<file path="config.mk">
export PLATFORM = sky130hd
export DESIGN_NAME = switch_reader
export DESIGN_NICKNAME = d
export VERILOG_FILES = /design/src/rtl/game_pkg.sv /design/src/rtl/debounce_bit.sv /design/src/rtl/switch_reader.sv
export SDC_FILE = /design/constraint.sdc
export NUM_CORES = 1
export LEC_CHECK = 0
export ABC_AREA = 1
export CORE_UTILIZATION = 60
export DETAILED_ROUTE_END_ITERATION = 7
export PLACE_DENSITY = 0.8
export SYNTH_ARGS = -nofsm -noshare
export SYNTH_HDL_FRONTEND = slang
export SYNTH_SLANG_ARGS = --single-unit
</file>
<file path="constraint.sdc">
create_clock -name board_clk -period 4.4 [get_ports board_clk]
set_input_delay 1.32 -clock board_clk [delete_from_list [all_inputs] [get_ports board_clk]]
set_output_delay 1.32 -clock board_clk [all_outputs]
set_load 0.1 [all_outputs]
</file>
<file path="src/rtl/game_pkg.sv">
// game_pkg: shared definitions for the Finger-Dancer player-input path.
//   SW_WIDTH   - number of slide switches
//   ST_*       - round FSM state encoding
//   CHANGE_MAX - saturation value of the per-round change counter
//   sat_inc()  - saturating increment for the change counter
package game_pkg;

    localparam int SW_WIDTH = 4;

    localparam logic [1:0] ST_IDLE  = 2'd0;
    localparam logic [1:0] ST_ARMED = 2'd1;
    localparam logic [1:0] ST_HOLD  = 2'd2;

    localparam logic [3:0] CHANGE_MAX = 4'd15;

    typedef enum logic [1:0] {
        S_IDLE  = ST_IDLE,
        S_ARMED = ST_ARMED,
        S_HOLD  = ST_HOLD
    } state_e;

    // Saturating increment: holds at CHANGE_MAX instead of wrapping.
    function automatic logic [3:0] sat_inc(input logic [3:0] v);
        return (v == CHANGE_MAX) ? v : (v + 4'd1);
    endfunction

endpackage

</file>
<file path="src/rtl/debounce_bit.sv">
// debounce_bit: two-flop synchroniser, debounce counter and stable flop
// for one switch bit.
//   i_clk         - board clock
//   i_rst_n       - asynchronous active-low reset
//   i_raw         - raw switch level, asynchronous to i_clk
//   o_stable      - debounced level (registered)
//   o_stable_next - value o_stable takes on the next edge
module debounce_bit #(
    parameter int DEBOUNCE_CYCLES = 50000,
    parameter int CNT_W           = 16
) (
    input  logic i_clk,
    input  logic i_rst_n,
    input  logic i_raw,
    output logic o_stable,
    output logic o_stable_next
);

    localparam logic [CNT_W-1:0] LP_LAST = CNT_W'(DEBOUNCE_CYCLES - 1);

    logic             r_sync1;
    logic             r_sync2;
    logic             r_stable;
    logic [CNT_W-1:0] r_cnt;
    logic             w_expire;

    // The disagreement has lasted DEBOUNCE_CYCLES edges once the counter
    // sits at its last value and the synchronised bit still differs.
    assign w_expire = (r_sync2 != r_stable) && (r_cnt == LP_LAST);

    // Look-ahead of the stable flop, used by the change detector.
    always_comb begin
        o_stable_next = r_stable;
        if (w_expire) begin
            o_stable_next = r_sync2;
        end else begin
            o_stable_next = r_stable;
        end
    end

    // Two-flop synchroniser for the asynchronous raw level.
    always_ff @(posedge i_clk or negedge i_rst_n) begin
        if (!i_rst_n) begin
            r_sync1 <= 1'b0;
            r_sync2 <= 1'b0;
        end else begin
            r_sync1 <= i_raw;
            r_sync2 <= r_sync1;
        end
    end

    // Debounce counter and stable value; any agreeing cycle restarts the count.
    always_ff @(posedge i_clk or negedge i_rst_n) begin
        if (!i_rst_n) begin
            r_cnt    <= '0;
            r_stable <= 1'b0;
        end else if (r_sync2 == r_stable) begin
            r_cnt <= '0;
        end else if (r_cnt == LP_LAST) begin
            r_stable <= r_sync2;
            r_cnt    <= '0;
        end else begin
            r_cnt <= r_cnt + CNT_W'(1);
        end
    end

    assign o_stable = r_stable;

endmodule

</file>
<file path="src/rtl/switch_reader.sv">
// switch_reader: player-input front end. Debounces the slide switches,
// counts stable-value changes during a round and hands one captured
// answer to the round logic over a valid/ack handshake.
//   board_clk    - system clock
//   rst_btn      - asynchronous active-low reset
//   sw_raw       - raw switch levels (asynchronous)
//   round_start  - pulse: arm capture for a new round
//   round_end    - pulse: close the round and capture the answer
//   sw_stable    - live debounced switch levels
//   answer       - captured answer, held until acknowledged
//   answer_valid - answer is available
//   answer_ack   - consumer has taken the answer
//   change_count - stable-value changes in current/last round (saturating)
//   armed        - FSM is in ARMED
module switch_reader
    import game_pkg::*;
#(
    parameter int WIDTH           = SW_WIDTH,
    parameter int DEBOUNCE_CYCLES = 50000,
    parameter int CNT_W           = 16
) (
    input  logic             board_clk,
    input  logic             rst_btn,
    input  logic [WIDTH-1:0] sw_raw,
    input  logic             round_start,
    input  logic             round_end,
    output logic [WIDTH-1:0] sw_stable,
    output logic [WIDTH-1:0] answer,
    output logic             answer_valid,
    input  logic             answer_ack,
    output logic [3:0]       change_count,
    output logic             armed
);

    logic [WIDTH-1:0] w_stable;
    logic [WIDTH-1:0] w_stable_next;
    logic             w_changed;

    state_e           r_state;
    logic [WIDTH-1:0] r_answer;
    logic             r_valid;
    logic [3:0]       r_count;
    logic             r_armed;

    genvar g;
    generate
        for (g = 0; g < WIDTH; g++) begin : g_bit
            debounce_bit #(
                .DEBOUNCE_CYCLES (DEBOUNCE_CYCLES),
                .CNT_W           (CNT_W)
            ) u_debounce (
                .i_clk         (board_clk),
                .i_rst_n       (rst_btn),
                .i_raw         (sw_raw[g]),
                .o_stable      (w_stable[g]),
                .o_stable_next (w_stable_next[g])
            );
        end
    endgenerate

    // Bits flipping together on one edge count as a single change.
    assign w_changed = (w_stable_next != w_stable);

    // Round FSM with registered answer, handshake, change count and armed flag.
    always_ff @(posedge board_clk or negedge rst_btn) begin
        if (!rst_btn) begin
            r_state  <= S_IDLE;
            r_answer <= '0;
            r_valid  <= 1'b0;
            r_count  <= 4'd0;
            r_armed  <= 1'b0;
        end else begin
            case (r_state)
                S_IDLE: begin
                    if (round_start) begin
                        r_state <= S_ARMED;
                        r_armed <= 1'b1;
                        r_count <= 4'd0;
                    end else begin
                        r_armed <= 1'b0;
                    end
                end
                S_ARMED: begin
                    // round_end wins over a simultaneous round_start; the
                    // answer is the stable value before this edge's update.
                    if (round_end) begin
                        r_state  <= S_HOLD;
                        r_armed  <= 1'b0;
                        r_answer <= w_stable;
                        r_valid  <= 1'b1;
                        if (w_changed) begin
                            r_count <= sat_inc(r_count);
                        end else begin
                            r_count <= r_count;
                        end
                    end else if (round_start) begin
                        r_count <= 4'd0;
                    end else if (w_changed) begin
                        r_count <= sat_inc(r_count);
                    end else begin
                        r_count <= r_count;
                    end
                end
                S_HOLD: begin
                    if (answer_ack) begin
                        r_state <= S_IDLE;
                        r_valid <= 1'b0;
                    end else begin
                        r_valid <= 1'b1;
                    end
                end
                default: begin
                    r_state <= S_IDLE;
                    r_valid <= 1'b0;
                    r_armed <= 1'b0;
                end
            endcase
        end
    end

    assign sw_stable    = w_stable;
    assign answer       = r_answer;
    assign answer_valid = r_valid;
    assign change_count = r_count;
    assign armed        = r_armed;

endmodule

</file>
==> results.ini <==
[run_status]
status = completed

[routing]
drc = 0
ant_nets = 0
post_drt_via_cell_ratio = 5.28
drt_iter0_drc = 191
drt-total-wl_um = 8680
dr.pass1.iters = 4
wl_per_cell_um = 12.7
num_vias = 3618

[power]
p_leak_nw = 2.33
ir_drop_mv = 0.201
power_density_nw_per_um2 = 350
total_power_mw = 1.79

[worst_setup_path]
regToRegEndpoint = g_bit[3].u_debounce.r_cnt[12]
path_delay_family = buffers and inverters
critPathBufInv = 1
slowest_stage = clkdlybuf4s50_1
crit_arrival_ns = 2.01
slowest_delay_ns = 1.18
crit_path_end_kind = primary output
reg2reg_depth = 8
r2r_start = g_bit[3].u_debounce.r_cnt[0]
required_ns = 3.08
path_class = reg -> out
cp-start-kind = flip-flop
cp_max_fo = 6
crit_chain = clkdlybuf4s50_1
rrSetupSlack_ns = 2.60

[yosys]
yosys-top-cells-area = dfrtp_1, nand2_1, nor2_1, inv_1, a21oi_1
syn_inst = 551
yosys.area.top_type = dfrtp_1
synthArstFlopShare_pct = 100
ys_ff_latch = 88
yosysMostFrequentCell = nand2_1
synthDistinctLibCells = 36
ys.flop_type = dfrtp_1
netlist.area_leader.share_pct = 48.5
yosys_warnings = 0
synth_edf_count = 0
synth_common_cells = nand2_1, dfrtp_1, nor2_1
yosysSeqAreaShare_pct = 48.5
syn_area_um2 = 4540
syn_avg_cell_area_um2 = 8.25
synth_fp_nets = 568

[timing]
setup_tns_ns = 0
fmax_mhz = 300
slew-limit-headroom_pct = 34.7
fin_worst_skew_ns = 0.00716
slew_viol_final = 0
setup_viol = 0
layout_min_cycle_time_ns = 3.33
hold_viol = 0
rsz0062_at_grt = no
period_share_pct = 75.6
worst_pin_slew_ns = 0.976

[floorplan]
initial_core_util_pct = 62.3
die_h_um = 89.0
core-area_um2 = 7290
rows = 31
num_io_pins = 23
dieWidth_um = 89.0
dieArea_um2 = 7930

[cts]
cts.sinks = 88
cts_setup_buffers = 0
clk_pin_slew_ns = 0.09
cts_resized = 0
ctsHtreeMaxLevel = 3
cts_tree = yes
max-clock-path-buffers = 2
postCtsHoldBufs = 0
clkLatencyLatePin_ns = 0.35
cts_made_buffers = 9
root_buffer = clkbuf_8

[global_route]
grt_max_degree = 77
grt_usage_pct = 24.6
grt_pass1_wl_um = 14900
grt-ovfl-total = 0
antenna_found_initial = 0
grt_pass1_vias = 3488

[flow_run]
cap_violations = 0

[cells_and_area]
area_delta_synth_final_pct = 12.4
drive_gt1_share_pct = 8.70
num-fill-cells = 595
fin_nets = 598
stdcell_count = 685
antenna_cells = 0

[hold_path]
hold_path_depth = 0
min_to = g_bit[3].u_debounce.r_sync2
hold_start = g_bit[3].u_debounce.r_sync1
worstHoldPathType = reg -> reg

[placement]
io_buffer_count = 22
hpwl_um = 6340
gp_congestion = 0.904
place_inst = 669

how the worst max path moves through the flow:
stage	start	endpoint	cells past startpoint	slack (ns)
floorplan	change_count[0]	change_count[0]	0	2.11
CTS	change_count[0]	change_count[0]	1	1.07
global route	change_count[2]	change_count[2]	1	1.02
detailed placement	change_count[0]	change_count[0]	1	1.48
finish	change_count[2]	change_count[2]	1	1.07
global placement	change_count[2]	change_count[2]	1	1.50
registers in the layout, indices dropped and copies added, names as in the netlist:
name                       count
armed                          1
g_bit.u_debounce.r_sync2       4
g_bit.u_debounce.o_stable      4
answer                         4
change_count                   4
g_bit.u_debounce.r_cnt        64
answer_valid                   1
r_state                        2
g_bit.u_debounce.r_sync1       4
final cells by class:
class	count	area, um2	area share, %
flip-flops and latches	88	2200	43.1
multi-input cells	376	2000	39.2
inverters	83	312	6.10
repair buffers	23	225	4.41
clock buffers	9	124	2.43
well taps	99	124	2.43
clock inverters	7	119	2.33
per-layer routing:
| layer | up-vias | global-route usage [%] | routed length (um) |
|---|---|---|---|
| li1 | 1825 | - | - |
| met1 | 1712 | 31.9 | 3990 |
| met2 | 64 | 39.9 | 4190 |
| met3 | 17 | 4.89 | 285 |
| met4 | 0 | 11.7 | 212 |
| met5 | - | 0 | 0 |
layout by cell type (no fill, tap or decap), types with 3 or more instances in the layout:
master / n
a21oi_1: 36
bufinv_16: 3
clkbuf_8: 9
clkdlybuf4s50_1: 21
dfrtp_1: 88
ha_1: 8
inv_1: 83
nand2_1: 97
nand2_2: 5
nand3_1: 21
nand3_2: 7
nand3b_1: 3
nand4_1: 10
nor2_1: 86
nor2_2: 4
nor2_4: 3
nor3_1: 19
nor3_2: 7
nor3b_1: 5
nor4_1: 4
o21ai_0: 28
xnor2_1: 4
xor2_1: 12
logic make-up after synthesis:
group           share of synthesized area [%]
mux                                     0.468
fa+ha+maj                                2.20
simple gates                             29.5
compound gates                           8.78
xor+xnor                                 3.08
flops                                    48.5
buf+inv                                  7.52
stage by stage:
step                setup WS (ns)  area (um2)  hold slack [ns]  util [%]
finish                       1.07        5110            0.354      70.0
detailed placement           1.48        4860            0.337      66.7
global route                 1.02        5110            0.364      70.0
CTS                          1.07        5110            0.357      70.0
global placement             1.50        4860            0.336      66.7
floorplan                    2.11        4540            0.331         -
power by group:
group	internal [mW]	switching (mW)
sequential	0.839	0.0196
clock	0.378	0.287
combinational	0.0745	0.192
total	1.29	0.498
No activity file was read; power rests on OpenSTA's default activity.
